<file path="src/rtl/key_debounce.sv">
`default_nettype none
// ============================================================================
// Module   : key_debounce
// Purpose  : Synchronizes and debounces active-low keys; emits level, press /
//            release pulses and the encoded index of the latest press.
// Revision : 1.0
// ============================================================================
module key_debounce #(
    parameter int KEY_NUM         = 4,
    parameter int DEBOUNCE_CYCLES = 1000000,
    parameter int CNT_W           = 20
) (
    input  logic               clk,
    input  logic               rst,
    input  logic [KEY_NUM-1:0] key_in,
    output logic [KEY_NUM-1:0] key_state,
    output logic [KEY_NUM-1:0] key_press,
    output logic [KEY_NUM-1:0] key_release,
    output logic [1:0]         key_code,
    output logic               key_valid
);

    localparam logic [CNT_W-1:0] C_CNT_MAX = CNT_W'(DEBOUNCE_CYCLES - 1);

    typedef enum logic [1:0] {
        IDLE           = 2'd0,
        PRESS_FILTER   = 2'd1,
        PRESSED        = 2'd2,
        RELEASE_FILTER = 2'd3
    } state_t;

    logic [KEY_NUM-1:0] r_s1;
    logic [KEY_NUM-1:0] r_s2;
    logic [KEY_NUM-1:0] w_pressed;
    logic [1:0]         w_low_idx;

    // Synchronizer resets to the released (high) raw level
    always_ff @(posedge clk) begin
        if (rst) begin
            r_s1 <= '1;
            r_s2 <= '1;
        end else begin
            r_s1 <= key_in;
            r_s2 <= r_s1;
        end
    end

    assign w_pressed = ~r_s2;

    for (genvar i = 0; i < KEY_NUM; i++) begin : g_key
        state_t           r_fsm;
        logic [CNT_W-1:0] r_cnt;
        logic             r_state;
        logic             r_press;
        logic             r_release;

        always_ff @(posedge clk) begin
            if (rst) begin
                r_fsm     <= IDLE;
                r_cnt     <= '0;
                r_state   <= 1'b0;
                r_press   <= 1'b0;
                r_release <= 1'b0;
            end else begin
                r_press   <= 1'b0;
                r_release <= 1'b0;
                case (r_fsm)
                    IDLE: begin
                        if (w_pressed[i]) begin
                            r_fsm <= PRESS_FILTER;
                            r_cnt <= '0;
                        end
                    end
                    PRESS_FILTER: begin
                        if (!w_pressed[i]) begin
                            r_fsm <= IDLE;
                            r_cnt <= '0;
                        end else if (r_cnt == C_CNT_MAX) begin
                            r_fsm   <= PRESSED;
                            r_cnt   <= '0;
                            r_state <= 1'b1;
                            r_press <= 1'b1;
                        end else begin
                            r_cnt <= r_cnt + 1'b1;
                        end
                    end
                    PRESSED: begin
                        if (!w_pressed[i]) begin
                            r_fsm <= RELEASE_FILTER;
                            r_cnt <= '0;
                        end
                    end
                    RELEASE_FILTER: begin
                        if (w_pressed[i]) begin
                            r_fsm <= PRESSED;
                            r_cnt <= '0;
                        end else if (r_cnt == C_CNT_MAX) begin
                            r_fsm     <= IDLE;
                            r_cnt     <= '0;
                            r_state   <= 1'b0;
                            r_release <= 1'b1;
                        end else begin
                            r_cnt <= r_cnt + 1'b1;
                        end
                    end
                    default: begin
                        r_fsm <= IDLE;
                        r_cnt <= '0;
                    end
                endcase
            end
        end

        assign key_state[i]   = r_state;
        assign key_press[i]   = r_press;
        assign key_release[i] = r_release;
    end

    // Lowest set index wins when several keys press together
    always_comb begin
        w_low_idx = 2'd0;
        for (int j = KEY_NUM - 1; j >= 0; j--) begin
            if (key_press[j]) begin
                w_low_idx = 2'(j);
            end
        end
    end

    always_ff @(posedge clk) begin
        if (rst) begin
            key_code  <= 2'd0;
            key_valid <= 1'b0;
        end else if (key_press != '0) begin
            key_code  <= w_low_idx;
            key_valid <= 1'b1;
        end else begin
            key_valid <= 1'b0;
        end
    end

endmodule
`default_nettype wire

</file>
<file path="config.mk">
export PLATFORM = sky130hd
export DESIGN_NAME = key_debounce
export DESIGN_NICKNAME = d
export VERILOG_FILES = /design/src/rtl/key_debounce.sv
export SDC_FILE = /design/constraint.sdc
export NUM_CORES = 1
export LEC_CHECK = 0
export ABC_AREA = 1
export CELL_PAD_IN_SITES_DETAIL_PLACEMENT = 0
export CELL_PAD_IN_SITES_GLOBAL_PLACEMENT = 1
export CORE_MARGIN = 8
export CORE_UTILIZATION = 35
export DETAILED_ROUTE_END_ITERATION = 16
export DONT_BUFFER_PORTS = 1
export GPL_TIMING_DRIVEN = 1
export PLACE_DENSITY_LB_ADDON = 0.1
export SLEW_MARGIN = 20
export SYNTH_ARGS = -nofsm -noshare
export SYNTH_HDL_FRONTEND = slang
export SYNTH_SLANG_ARGS = --single-unit
</file>
<file path="constraint.sdc">
create_clock -name clk -period 2 [get_ports clk]
set_input_delay 0.4 -clock clk [delete_from_list [all_inputs] [get_ports clk]]
set_output_delay 0.4 -clock clk [all_outputs]
set_load 0.01 [all_outputs]
</file>
==> results of run 1 <==
[kinds of logic (layout without fill, tap and decap cells)]
logic type,Yosys count,after routing,share of synthesized area (%)
AOI/OAI and AO/OA,145,145,12.7
xor gates and xnor gates,14,14,2.03
adders and majority gates,4,4,0.827
DFF,111,111,36.7
buffers and inverters,148,131,10.7
and+or+nand+nor,516,516,37.1
[power breakdown]
part           internal, mW  leakage [nW]  switching (mW)
clock network         0.982         0.145           0.831
registers              2.24         0.897          0.0226
logic                0.0822          1.23           0.223
total                  3.30          2.28            1.08
[worst min path at each step]
stage | to | slack [ns] | startpoint
2_1_floorplan | r_s2[0] | 0.39 | r_s1[0]
3_3_place_gp | r_s2[3] | 0.39 | r_s1[3]
3_5_place_dp | r_s2[0] | 0.40 | r_s1[0]
4_1_cts | g_key[1].r_cnt[1] | 0.09 | rst
5_1_grt | g_key[3].r_cnt[12] | 0.10 | rst
6_report | g_key[3].r_fsm[0] | 0.12 | rst
[cells in the mapped netlist, types with 2 or more instances]
cell type                  number
sky130_fd_sc_hd__nor4_1         2
sky130_fd_sc_hd__o21bai_1       5
sky130_fd_sc_hd__xor2_1         7
sky130_fd_sc_hd__a21oi_2        2
sky130_fd_sc_hd__o21a_1         2
sky130_fd_sc_hd__a21oi_1       77
sky130_fd_sc_hd__nor2_2         5
sky130_fd_sc_hd__inv_1        100
sky130_fd_sc_hd__xnor2_1        7
sky130_fd_sc_hd__inv_2          7
sky130_fd_sc_hd__or2_2         12
sky130_fd_sc_hd__clkbuf_1      15
sky130_fd_sc_hd__or2_1          2
sky130_fd_sc_hd__nor3_4         2
sky130_fd_sc_hd__nor2_1       114
sky130_fd_sc_hd__ha_1           4
sky130_fd_sc_hd__buf_6          4
sky130_fd_sc_hd__nand2_1      269
sky130_fd_sc_hd__nand4_1       18
sky130_fd_sc_hd__nand2_2        5
sky130_fd_sc_hd__o22ai_1        4
sky130_fd_sc_hd__nand3_1       70
sky130_fd_sc_hd__dfxtp_1      111
sky130_fd_sc_hd__o21ai_0       48
sky130_fd_sc_hd__nor3_1         8
sky130_fd_sc_hd__buf_2          6
sky130_fd_sc_hd__buf_4         13
sky130_fd_sc_hd__o21ai_1        4
sky130_fd_sc_hd__nand3_2        3
[metrics by stage]
step / power (mW) / utilization, % / hold slack (ns) / worst slack (ns) / cells
2_1_floorplan: 2.54 / - / 0.389 / 0.451 / 938
3_3_place_gp: 2.62 / 36.0 / 0.391 / 0.277 / 1130
3_5_place_dp: 2.63 / 36.0 / 0.401 / 0.236 / 1130
4_1_cts: 4.47 / 37.7 / 0.0947 / 0.224 / 1146
5_1_grt: 4.58 / 37.7 / 0.100 / 0.0426 / 1146
6_report: 4.38 / 37.7 / 0.118 / 0.243 / 1146
[sequential cells by signal, summed over array words and instances (netlist names), named ones only]
name and cells:
g_key.r_cnt 80, g_key.r_fsm 4, g_key.r_press 4, g_key.r_release 4
g_key.r_state 4, key_code 2, key_valid 1, r_s1 4
r_s2 4
[critical path, cell delays in order (launching register included)]
cell and delay (ns):
sky130_fd_sc_hd__dfxtp_1 0.39, sky130_fd_sc_hd__ha_1 0.20, sky130_fd_sc_hd__nand3_1 0.16, sky130_fd_sc_hd__nor2_1 0.18, sky130_fd_sc_hd__nand3_1 0.14, sky130_fd_sc_hd__nor2_1 0.23, sky130_fd_sc_hd__nand2_1 0.10, sky130_fd_sc_hd__o21ai_0 0.16
sky130_fd_sc_hd__a21oi_1 0.08
[per-layer routing]
metal / share of wire, % / global-route usage (%) / up-vias / routed length [um]
met1: 49 / 17.4 / 2543 / 7230
met4: 1.1 / 4.18 / 0 / 164
met2: 46 / 22.7 / 59 / 6820
li1: - / - / 2939 / -
met5: 0 / 0 / - / 0
met3: 3.3 / 3.45 / 9 / 484
[cell type report]
class,instances,area (um2)
clock buffers,14,284
clock inverters,2,12.5
fillers,1882,10700
inverters,109,412
multi-input cells,679,3180
flip-flops and latches,111,2220
well taps,225,282
repair buffers,6,57.6
==> summary.log, run 1 <==
INFO  place          routabilityCongestion=0.817
INFO  floorplanning  rows=48
INFO  routing        wire_length_reported_by_the_detailed_router=14700um
INFO  global_route   globalRoute.totalOverflow=0
INFO  flow_run       cap_violations=0
INFO  setup_path     worstReg2RegStart=g_key[0].r_cnt[0]
INFO  setup_path     worst_setup_path_endpoint=g_key[0].r_cnt[16]
INFO  sta            finalClockSkew=0.00515ns
INFO  place          dpl.hpwl=10300um
INFO  global_route   grt_max_degree=61
INFO  setup_path     timing.critical_path.fanout_max=5
INFO  yosys          yosysUniqueCellTypes=41
INFO  yosys          synth_largest_area_cell=sky130_fd_sc_hd__dfxtp_1
INFO  sta            final.period_utilization=87.9%
INFO  global_route   grt_util_all_layers=13.8%
INFO  pwr            power.density=679nW/um2
INFO  sta            timing.final.max_slew_violations=0
INFO  clock_network  clock_buffers_created_by_tritoncts=9
INFO  clock_network  clock_tree_from_tritoncts=done
INFO  routing        via_count=5550
INFO  routing        routed_wirelength_normalized_by_instance_count=12.8um
INFO  setup_path     crit_arrival=2.00ns
INFO  layout         nNetsFinal=926
INFO  global_route   vias_in_the_first_global_route=5125
INFO  yosys          synthesis.instances=938
INFO  layout         finish.instance_area=6450um2
INFO  routing        drt_first_iter_violations=288
INFO  routing        remaining_routing_drc_violations=0
INFO  floorplanning  floorplan.die.height=147um
INFO  hold_path      min_path_type=input port to register
INFO  setup_path     rr_worst_depth=8
INFO  routing        via_per_inst=4.84
INFO  hold_path      min_delay_path_depth=1
INFO  setup_path     cp-end-kind=register
INFO  yosys          synth_top_flop_cell=sky130_fd_sc_hd__dfxtp_1
INFO  setup_path     worst_setup_path_startpoint=g_key[0].r_cnt[0]
INFO  floorplanning  initial_utilization=35.3%
INFO  sta            final_number_of_hold_violating_endpoints=0
INFO  clock_network  path_clk_slew=0.07ns
INFO  outcome        status=finished clean
INFO  routing        antenna_left=0
INFO  floorplanning  io_pins=21
INFO  yosys          synthesized_area_per_cell=6.45um2
INFO  place          port_buffers=0
INFO  pwr            p_leak=2.28nW
INFO  sta            grt_setup_unrepaired=no
INFO  yosys          postSynth.asyncResetShare=0%
INFO  sta            post-route-min-period=1.76ns
INFO  setup_path     regToRegSetupSlack=0.24ns
INFO  sta            setup_viol=0
INFO  yosys          synth_area_leaders=sky130_fd_sc_hd__dfxtp_1 (37%), sky130_fd_sc_hd__nand2_1 (17%), sky130_fd_sc_hd__nor2_1 (7.1%)
INFO  clock_network  cts_setup_buffers=0
INFO  layout         final_layout_size_suffix_gt1_share=7.06%
INFO  pwr            max-vdd-ir-drop=0.381mV
INFO  floorplanning  die_w=147um
INFO  floorplanning  core_area=17100um2
INFO  layout         layout.cells.most_common_list=sky130_fd_sc_hd__nand2_1 (269), sky130_fd_sc_hd__nor2_1 (114), sky130_fd_sc_hd__dfxtp_1 (111), sky130_fd_sc_hd__inv_1 (100), sky130_fd_sc_hd__a21oi_1 (77)
INFO  global_route   grt_first_pass_wirelength=24600um
INFO  setup_path     critPathKind=register to register
INFO  yosys          post_synth_instance_area=6050um2
INFO  global_route   grt_antenna_before_repair=0
INFO  clock_network  cts_max_path_buffers=2
INFO  sta            max_freq=569MHz
INFO  layout         area_growth=6.64%
INFO  place          placedInstanceArea=6150um2
INFO  routing        drt_pre_antenna_iters=5
INFO  sta            accumulated_negative_setup_slack=0ns
INFO  sta            worst-slew-pin-transition=0.366ns
INFO  clock_network  cts_hold_repair.buffers=0
INFO  clock_network  clk-insertion-delay-late=0.36ns
INFO  yosys          synth_seq_area_share=36.7%
INFO  clock_network  cts_repair_resize_count=0
INFO  layout         layout.cells.most_common=sky130_fd_sc_hd__nand2_1
INFO  yosys          synth-edff-count=0
INFO  setup_path     worst_setup_path_start_kind=register
INFO  setup_path     worstReg2RegEnd=g_key[0].r_cnt[16]
INFO  sta            worst_slew_margin_rel=75.6%
INFO  clock_network  cts.sinks=111
INFO  clock_network  clk_root_buffer_cell=sky130_fd_sc_hd__clkbuf_16
INFO  setup_path     crit_required=2.25ns
INFO  yosys          ys_warn_count=0
INFO  yosys          synth_top_area_share=36.7%
INFO  yosys          synth_nets=948
INFO  layout         ant_cells=0
INFO  floorplanning  design.die.area=21700um2
INFO  clock_network  clock_tree.htree_level_count=3
INFO  yosys          ys_ff_latch=111
Note: power is estimated with default switching activity, not from simulation.
==> run 2, diff against run 1 <==
--- a/config.mk
+++ b/config.mk
@@ -5,7 +5,6 @@
 export SDC_FILE = /design/constraint.sdc
 export NUM_CORES = 1
 export LEC_CHECK = 0
-export ABC_AREA = 1
 export CELL_PAD_IN_SITES_DETAIL_PLACEMENT = 0
 export CELL_PAD_IN_SITES_GLOBAL_PLACEMENT = 1
 export CORE_MARGIN = 8
==> summary.log, run 2 <==
INFO  sta            finalClockSkew=0.00842ns [+0.00327 ns]
INFO  sta            worst-slew-pin-transition=0.558ns [+0.192 ns]
INFO  flow_run       cap_violations=0 [unchanged]
INFO  setup_path     timing.critical_path.fanout_max=6 [+1]
INFO  pwr            share_clk_of_total_power=42.4% [+1.0 points]
INFO  setup_path     cell_with_the_most_instances_on_the_worst_path=sky130_fd_sc_hd__buf_4
INFO  pwr            internal-power=3.17mW [-4.0%]
INFO  pwr            switching_share=24.4% [-0.24 points]
INFO  layout         layout.cells.most_common_list=sky130_fd_sc_hd__dfxtp_1 (107), sky130_fd_sc_hd__buf_4 (105), sky130_fd_sc_hd__nand2_1 (78), sky130_fd_sc_hd__nor2_1 (45), sky130_fd_sc_hd__a21oi_1 (44)
INFO  routing        remaining_routing_drc_violations=0 [unchanged]
INFO  pwr            max-vdd-ir-drop=0.501mV [+31%]
INFO  clock_network  clock_buffers_created_by_tritoncts=9 [unchanged]
INFO  yosys          ys_ff_latch=111 [unchanged]
INFO  routing        wire_length_reported_by_the_detailed_router=13400um [-8.9%]
INFO  layout         max_ffs_per_register=80 [unchanged]
INFO  yosys          synth-edff-count=0 [unchanged]
INFO  clock_network  clock_tree_from_tritoncts=done
INFO  global_route   gr-usage-met3=4.35% [+0.89 points]
INFO  routing        drt_pre_antenna_iters=4 [-1]
INFO  sta            accumulated_negative_setup_slack=-0.0406ns [-0.0406 ns]
INFO  setup_path     worstPathCellList=or4b_4 > nor4_4 > buf_4 > a211oi_4 > buf_4 > a21o_1 > a22o_1
INFO  yosys          synth_top_flop_cell=sky130_fd_sc_hd__dfxtp_1
INFO  setup_path     crit_required=2.25ns [about the same]
INFO  pwr            p_leak=2.52nW [+11%]
INFO  yosys          synth_top_area_share=41.2% [+4.5 points]
INFO  layout         finish.cell_count_without_fillers=926 [-19%]
INFO  sta            timing.final.max_slew_violations=0 [unchanged]
INFO  yosys          ys_warn_count=0 [unchanged]
INFO  setup_path     rr_worst_depth=7 [-1]
INFO  global_route   grt_util_met2=21.5% [-1.3 points]
INFO  layout         top_register=g_key.r_cnt
INFO  global_route   met1_usage=17.7% [+0.31 points]
INFO  routing        via_count=4946 [-11%]
INFO  layout         layout.cells.most_common=sky130_fd_sc_hd__dfxtp_1
INFO  floorplanning  rows=45 [-6.3%]
INFO  global_route   grt_max_degree=48 [-21%]
INFO  sta            final_number_of_hold_violating_endpoints=0 [unchanged]
INFO  global_route   globalRoute.totalOverflow=0 [unchanged]
INFO  yosys          yosys-top-cells-count=sky130_fd_sc_hd__dfxtp_1 (111), sky130_fd_sc_hd__nand2_1 (78), sky130_fd_sc_hd__a21oi_1 (48)
INFO  sta            setup_viol=2 [+2]
INFO  place          routabilityCongestion=0.782 [-4.3%]
INFO  place          port_buffers=0 [unchanged]
INFO  floorplanning  io_pins=21 [unchanged]
INFO  clock_network  clk-insertion-delay-late=0.36ns [about the same]
INFO  floorplanning  initial_utilization=35.6% [+0.24 points]
INFO  yosys          yosysUniqueCellTypes=57 [+39%]
INFO  hold_path      worst_hold_path.endpoint=g_key[1].r_state
INFO  yosys          synthesized_area_per_cell=8.38um2 [+30%]
INFO  global_route   grt_util_all_layers=13.6% [-0.21 points]
INFO  sta            grt_setup_unrepaired=yes
INFO  setup_path     regToRegSetupSlack=-0.03ns [-0.28 ns]
INFO  global_route   grt_first_pass_wirelength=22100um [-10%]
INFO  setup_path     crit_arrival=2.28ns [+0.28 ns]
INFO  setup_path     critPathKind=register to register
INFO  layout         area_of_the_multi_input_gates=3020um2 [-5.2%]
INFO  yosys          synthesis.instances=643 [-31%]
INFO  hold_path      min_delay_path_depth=1 [unchanged]
INFO  global_route   grt_antenna_before_repair=1 [+1]
INFO  sta            post-route-min-period=2.03ns [+0.276 ns]
INFO  floorplanning  core_area=15100um2 [-12%]
INFO  clock_network  clk_root_buffer_cell=sky130_fd_sc_hd__clkbuf_16
INFO  floorplanning  floorplan.die.height=140um [-5.0%]
INFO  pwr            power.share.combinational=3.9% [-3.1 points]
INFO  clock_network  cts_max_path_buffers=2 [unchanged]
INFO  floorplanning  die_w=140um [-5.0%]
INFO  setup_path     cp_num_buf_inv=2 [+2]
INFO  yosys          synth_largest_area_cell=sky130_fd_sc_hd__dfxtp_1
INFO  pwr            power_switching=1.02mW [-5.2%]
INFO  floorplanning  design.die.area=19600um2 [-9.8%]
INFO  hold_path      timing.hold.worst.start=rst
INFO  routing        routed_wirelength_normalized_by_instance_count=14.5um [+13%]
INFO  global_route   vias_in_the_first_global_route=4549 [-11%]
INFO  clock_network  cts.sinks=111 [unchanged]
INFO  setup_path     worstReg2RegEnd=g_key[1].r_cnt[16]
INFO  sta            max_freq=492MHz [-14%]
INFO  pwr            pwr-share-seq=53.7% [+2.1 points]
INFO  setup_path     worst_setup_path_start_kind=register
INFO  outcome        failed_checks=setup timing
INFO  yosys          postSynth.asyncResetShare=0% [unchanged]
INFO  layout         final.fill_count=1520 [-19%]
INFO  global_route   gr-max-usage-layer=met2
INFO  layout         final_layout_size_suffix_gt1_share=24.2% [+17 points]
INFO  routing        antenna_left=0 [unchanged]
INFO  pwr            power.density=622nW/um2 [-8.3%]
INFO  clock_network  clock_tree.htree_level_count=3 [unchanged]
INFO  yosys          synth_area_leaders=sky130_fd_sc_hd__dfxtp_1 (41%), sky130_fd_sc_hd__nand2_1 (5.4%), sky130_fd_sc_hd__a31oi_1 (4.6%)
INFO  setup_path     crit_slowest_cell=sky130_fd_sc_hd__or4b_4
INFO  sta            final.period_utilization=102% [+14 points]
INFO  setup_path     worstReg2RegStart=g_key[1].r_cnt[10]
INFO  place          dp.cells=898 [-21%]
INFO  routing        drt_first_iter_violations=228 [-21%]
INFO  setup_path     critical_path.max_stage_delay=0.56ns [+0.17 ns]
INFO  setup_path     cp_top_family=simple AND/OR/NAND/NOR gates
INFO  clock_network  path_clk_slew=0.08ns [about the same]
INFO  yosys          synth_seq_area_share=41.2% [+4.5 points]
INFO  hold_path      min_path_type=input port to register
INFO  layout         ff_latch_area=2230um2 [+0.23%]
INFO  layout         area_growth=25.0%
INFO  sta            worst_slew_margin_rel=62.4% [-13 points]
INFO  layout         nNetsFinal=742 [-20%]
INFO  yosys          post_synth_instance_area=5390um2 [-11%]
INFO  place          dpl.hpwl=9570um [-7.5%]
INFO  clock_network  cts_hold_repair.buffers=0 [unchanged]
INFO  outcome        status=finished with violations
INFO  setup_path     cp-end-kind=register
INFO  yosys          synth_nets=653 [-31%]
INFO  sta            setup_ws=-0.0329ns [-0.276 ns]
INFO  routing        via_per_inst=5.34 [+10%]
INFO  yosys          yosysMostFrequentCell=sky130_fd_sc_hd__dfxtp_1
## run 2: cell count changes in the layout (fill, tap and decap cells not counted), moves of 21 or more
cell                      before  now
sky130_fd_sc_hd__nand2_1     269   78
sky130_fd_sc_hd__buf_4         5  105
sky130_fd_sc_hd__inv_1       100   18
sky130_fd_sc_hd__nor2_1      114   45
sky130_fd_sc_hd__a31oi_1       0   40
sky130_fd_sc_hd__a21oi_1      77   44
sky130_fd_sc_hd__nand3_1      70   40
sky130_fd_sc_hd__o21ai_0      48   27
## run 2: power by group through the flow
| stage | Clock [mW] | Sequential, mW | Combinational, mW |
|---|---|---|---|
| final | 1.78 | 2.25 | 0.163 |
| after global routing | 1.93 | 2.25 | 0.182 |
| after CTS | 1.85 | 2.25 | 0.161 |
| after detailed placement | 0 | 2.30 | 0.160 |
| after global placement | 0 | 2.30 | 0.156 |
| after floorplan | 0 | 2.29 | 0.123 |
## run 2: logic make-up after synthesis
| family | Yosys count | synth area share [%] |
|---|---|---|
| AO/OA/AOI/OAI | 158 | 18.4 |
| XOR/XNOR | 16 | 2.60 |
| adder cells (fa/ha/maj) | 4 | 0.929 |
| buffers and inverters | 53 | 5.27 |
| flip-flops | 111 | 41.2 |
| multiplexers | 14 | 2.62 |
| AND/OR/NAND/NOR | 287 | 28.9 |
## run 2: metrics by stage
stage	hold WS (ns)	utilization (%)	setup slack, ns	total power [mW]	area, um2
6_report	0.113	44.5	-0.0329	4.19	6730
5_1_grt	0.103	44.5	-0.0907	4.37	6730
4_1_cts	0.0979	43.2	0.00503	4.26	6540
3_5_place_dp	0.393	40.9	-0.236	2.46	6200
3_3_place_gp	0.391	40.9	-0.164	2.46	6200
2_1_floorplan	0.389	-	0.0415	2.42	5390
## run 2: worst max-delay path by stage
stage                         endpoint  slack, ns  cells after the start               start
floorplan           g_key[0].r_cnt[18]       0.04                      6   g_key[0].r_cnt[0]
global placement    g_key[1].r_cnt[11]      -0.16                      7   g_key[1].r_cnt[0]
global route        g_key[1].r_cnt[19]      -0.09                      8  g_key[1].r_cnt[10]
CTS                           register      0.005                      5  g_key[3].r_cnt[16]
finish              g_key[1].r_cnt[16]      -0.03                      7  g_key[1].r_cnt[10]
detailed placement  g_key[1].r_cnt[11]      -0.24                      7   g_key[1].r_cnt[0]
## run 2: routing by layer
metal,part of all wire (%),up-vias
li1,-,2536
met2,47,63
met4,0.82,0
met1,48,2339
met5,0,-
met3,4.7,8
## run 2: worst register-to-register path, stage by stage (launching register included)
cell                       delay (ns)
sky130_fd_sc_hd__dfxtp_1         0.32
sky130_fd_sc_hd__or4b_4          0.56
sky130_fd_sc_hd__nor4_4          0.28
sky130_fd_sc_hd__buf_4           0.16
sky130_fd_sc_hd__a211oi_4        0.08
sky130_fd_sc_hd__buf_4           0.16
sky130_fd_sc_hd__a21o_1          0.15
sky130_fd_sc_hd__a22o_1          0.22
## run 2: timing repair
action,in CTS,in global routing
setup endpoints to repair,19,34
resized for setup,4,30
buffers inserted,3,7
cloned,0,1
pin swaps,3,19
## run 2: area by class of cell
cell class	count	share of cell area [%]
clock inverters	7	0.929
repair buffers	112	13.2
multi-input cells	479	44.8
flip-flops and latches	111	33.1
diodes	1	0.0372
inverters	19	1.06
well taps	188	3.49
clock buffers	9	3.34
==> run 3, diff against run 2 <==
--- a/config.mk
+++ b/config.mk
@@ -12,7 +12,8 @@
 export DETAILED_ROUTE_END_ITERATION = 16
 export DONT_BUFFER_PORTS = 1
 export GPL_TIMING_DRIVEN = 1
-export PLACE_DENSITY_LB_ADDON = 0.1
+export MAX_ROUTING_LAYER = met4
+export PLACE_DENSITY = 0.6
 export SLEW_MARGIN = 20
 export SYNTH_ARGS = -nofsm -noshare
 export SYNTH_HDL_FRONTEND = slang
==> summary.log, run 3 (synthesis results as in run 2) <==
INFO  outcome        status=finished with violations
INFO  outcome        failed_checks=setup timing
INFO  sta            worst-slew-pin-transition=0.683ns [+0.125 ns]
INFO  layout         nNetsFinal=728 [-1.9%]
INFO  setup_path     worstPathCellList=or4b_4 > nor4_4 > buf_4 > a211oi_4 > buf_6 > a21o_1 > a22o_1
INFO  routing        wire_length_reported_by_the_detailed_router=13300um [-0.87%]
INFO  clock_network  cts_hold_repair.buffers=0 [unchanged]
INFO  floorplanning  floorplan.die.height=140um [unchanged]
INFO  clock_network  clock_tree.htree_level_count=3 [unchanged]
INFO  setup_path     worst_setup_path_start_kind=register
INFO  floorplanning  die_w=140um [unchanged]
INFO  setup_path     crit_arrival=2.27ns [about the same]
INFO  floorplanning  design.die.area=19600um2 [unchanged]
INFO  floorplanning  io_pins=21 [unchanged]
INFO  global_route   vias_in_the_first_global_route=4748 [+4.4%]
INFO  global_route   grt_util_all_layers=14.3% [+0.68 points]
INFO  flow_run       cap_violations=0 [unchanged]
INFO  routing        antenna_left=0 [unchanged]
INFO  setup_path     cp-end-kind=register
INFO  layout         max_ffs_per_register=80 [unchanged]
INFO  layout         ant_cells=0 [-1]
INFO  setup_path     cp_num_buf_inv=2 [unchanged]
INFO  routing        remaining_routing_drc_violations=0 [unchanged]
INFO  sta            finalClockSkew=0.00965ns [+0.00123 ns]
INFO  sta            grt_setup_unrepaired=yes
INFO  routing        drt_pre_antenna_iters=5 [+1]
INFO  routing        via_count=4924 [-0.44%]
INFO  layout         area_growth=23.6%
INFO  global_route   gr-max-usage-layer=met2
INFO  sta            post-route-min-period=2.02ns [-0.0169 ns]
INFO  global_route   globalRoute.totalOverflow=0 [unchanged]
INFO  routing        routed_wirelength_normalized_by_instance_count=14.6um [+0.77%]
INFO  setup_path     crit_slowest_cell=sky130_fd_sc_hd__or4b_4
INFO  global_route   grt_util_met2=23.5% [+2.0 points]
INFO  clock_network  clock_tree_from_tritoncts=done
INFO  sta            max_freq=496MHz [+0.84%]
INFO  routing        via_per_inst=5.41 [+1.2%]
INFO  pwr            power.density=626nW/um2 [+0.53%]
INFO  pwr            finalPower=4.17mW [-0.59%]
INFO  setup_path     crit_required=2.25ns [about the same]
INFO  pwr            p_leak=2.44nW [-3.5%]
INFO  floorplanning  rows=45 [unchanged]
INFO  sta            accumulated_negative_setup_slack=-0.0178ns [+0.0228 ns]
INFO  global_route   grt_first_pass_wirelength=22400um [+1.4%]
INFO  layout         layout.cells.most_common=sky130_fd_sc_hd__dfxtp_1
INFO  routing        drt_first_iter_violations=222 [-2.6%]
INFO  floorplanning  core_area=15100um2 [unchanged]
INFO  sta            setup_ws=-0.0160ns [+0.0169 ns]
INFO  pwr            max-vdd-ir-drop=0.515mV [+2.7%]
INFO  place          port_buffers=0 [unchanged]
INFO  clock_network  cts.sinks=111 [unchanged]
INFO  layout         top_register=g_key.r_cnt
INFO  global_route   grt_max_degree=48 [unchanged]
INFO  global_route   gr-usage-met3=4.52% [+0.17 points]
INFO  floorplanning  initial_utilization=35.6% [unchanged]
INFO  clock_network  clk_root_buffer_cell=sky130_fd_sc_hd__clkbuf_16
INFO  clock_network  path_clk_slew=0.08ns [about the same]
INFO  layout         final_layout_size_suffix_gt1_share=24.3% [+0.19 points]
INFO  clock_network  cts_max_path_buffers=2 [unchanged]
INFO  setup_path     cp_top_family=simple AND/OR/NAND/NOR gates
INFO  global_route   grt_antenna_before_repair=0 [-1]
INFO  sta            worst_slew_margin_rel=54.1% [-8.3 points]
INFO  setup_path     critPathKind=register to register
INFO  clock_network  clock_buffers_created_by_tritoncts=9 [unchanged]
INFO  place          dpl.hpwl=9490um [-0.89%]
INFO  clock_network  clk-insertion-delay-late=0.36ns [about the same]
INFO  hold_path      min_path_type=input port to register
INFO  sta            final_number_of_hold_violating_endpoints=0 [unchanged]
INFO  sta            final.period_utilization=101% [-0.84 points]
INFO  setup_path     timing.critical_path.fanout_max=4 [-2]
INFO  global_route   met1_usage=16.5% [-1.2 points]
INFO  sta            timing.final.max_slew_violations=0 [unchanged]
INFO  setup_path     critical_path.max_stage_delay=0.55ns [about the same]
INFO  layout         layout.cells.most_common_list=sky130_fd_sc_hd__dfxtp_1 (103), sky130_fd_sc_hd__buf_4 (93), sky130_fd_sc_hd__nand2_1 (78), sky130_fd_sc_hd__a21oi_1 (44), sky130_fd_sc_hd__nor2_1 (43)
INFO  sta            setup_viol=2 [unchanged]
INFO  place          routabilityCongestion=0.773 [-1.1%]
run 3: cell count changes in the layout (fill, tap and decap cells not counted), moves of 2 or more:
cell,previous run,this run
sky130_fd_sc_hd__clkinv_4,2,0
sky130_fd_sc_hd__nor2_1,45,43
sky130_fd_sc_hd__dfxtp_2,4,7
sky130_fd_sc_hd__a41oi_1,6,2
sky130_fd_sc_hd__a41oi_2,1,5
sky130_fd_sc_hd__nor2_2,0,2
sky130_fd_sc_hd__inv_6,3,1
sky130_fd_sc_hd__clkinv_2,0,2
sky130_fd_sc_hd__buf_4,105,93
sky130_fd_sc_hd__dfxtp_1,107,103
run 3: area by class of cell:
| class | count | area, um2 |
|---|---|---|
| clock buffer | 9 | 225 |
| clock inverter | 7 | 56.3 |
| fill | 1514 | 8490 |
| inverter | 19 | 71.3 |
| multi-input combinational | 479 | 3070 |
| sequential | 111 | 2230 |
| tap | 188 | 235 |
| timing repair buffer | 98 | 763 |
run 3: report_power, final:
| group | total [mW] | internal [mW] | switching, mW |
|---|---|---|---|
| sequential | 2.25 | 2.23 | 0.0235 |
| clock | 1.75 | 0.864 | 0.890 |
| combinational | 0.159 | 0.0655 | 0.0939 |
| total | 4.17 | 3.16 | 1.01 |
run 3: timing repair:
| item | CTS | global route |
|---|---|---|
| buffers inserted | 0 | 7 |
| pin swaps | 0 | 16 |
| endpoints found under the setup margin | 21 | 25 |
| gates resized for setup | 10 | 38 |
run 3: stage by stage:
| step | setup WS (ns) | std cells | util [%] | area [um2] | hold WS (ns) |
|---|---|---|---|---|---|
| floorplan | 0.0415 | 643 | - | 5390 | 0.389 |
| global placement | -0.169 | 888 | 40.4 | 6110 | 0.393 |
| detailed placement | -0.192 | 888 | 40.4 | 6110 | 0.393 |
| CTS | 0.00687 | 904 | 42.6 | 6450 | 0.0998 |
| global route | -0.0678 | 911 | 44.0 | 6660 | 0.0842 |
| finish | -0.0160 | 911 | 44.0 | 6660 | 0.109 |
run 3: final timing paths:
check,depth (start not counted),end,start,slack (ns)
setup reg to reg,7,g_key[2].r_cnt[8],g_key[2].r_cnt[8],-0.02
setup / recovery,7,g_key[2].r_cnt[8],g_key[2].r_cnt[8],-0.02
hold / removal,1,g_key[1].r_cnt[1],rst,0.11
hold reg to reg,1,r_s2[3],r_s1[3],0.41
run 3: routing by layer:
metal  wire, um  vias to the layer above
met2       6310                       67
li1           -                     2508
met3        670                        7
met4        112                        0
met5          0                        -
met1       6180                     2342
run 3: worst reg2reg max path: stages, from the launching register on:
cell and delay (ns):
sky130_fd_sc_hd__dfxtp_2 0.33, sky130_fd_sc_hd__or4b_4 0.55, sky130_fd_sc_hd__nor4_4 0.31, sky130_fd_sc_hd__buf_4 0.17, sky130_fd_sc_hd__a211oi_4 0.08, sky130_fd_sc_hd__buf_6 0.14
sky130_fd_sc_hd__a21o_1 0.16, sky130_fd_sc_hd__a22o_1 0.18
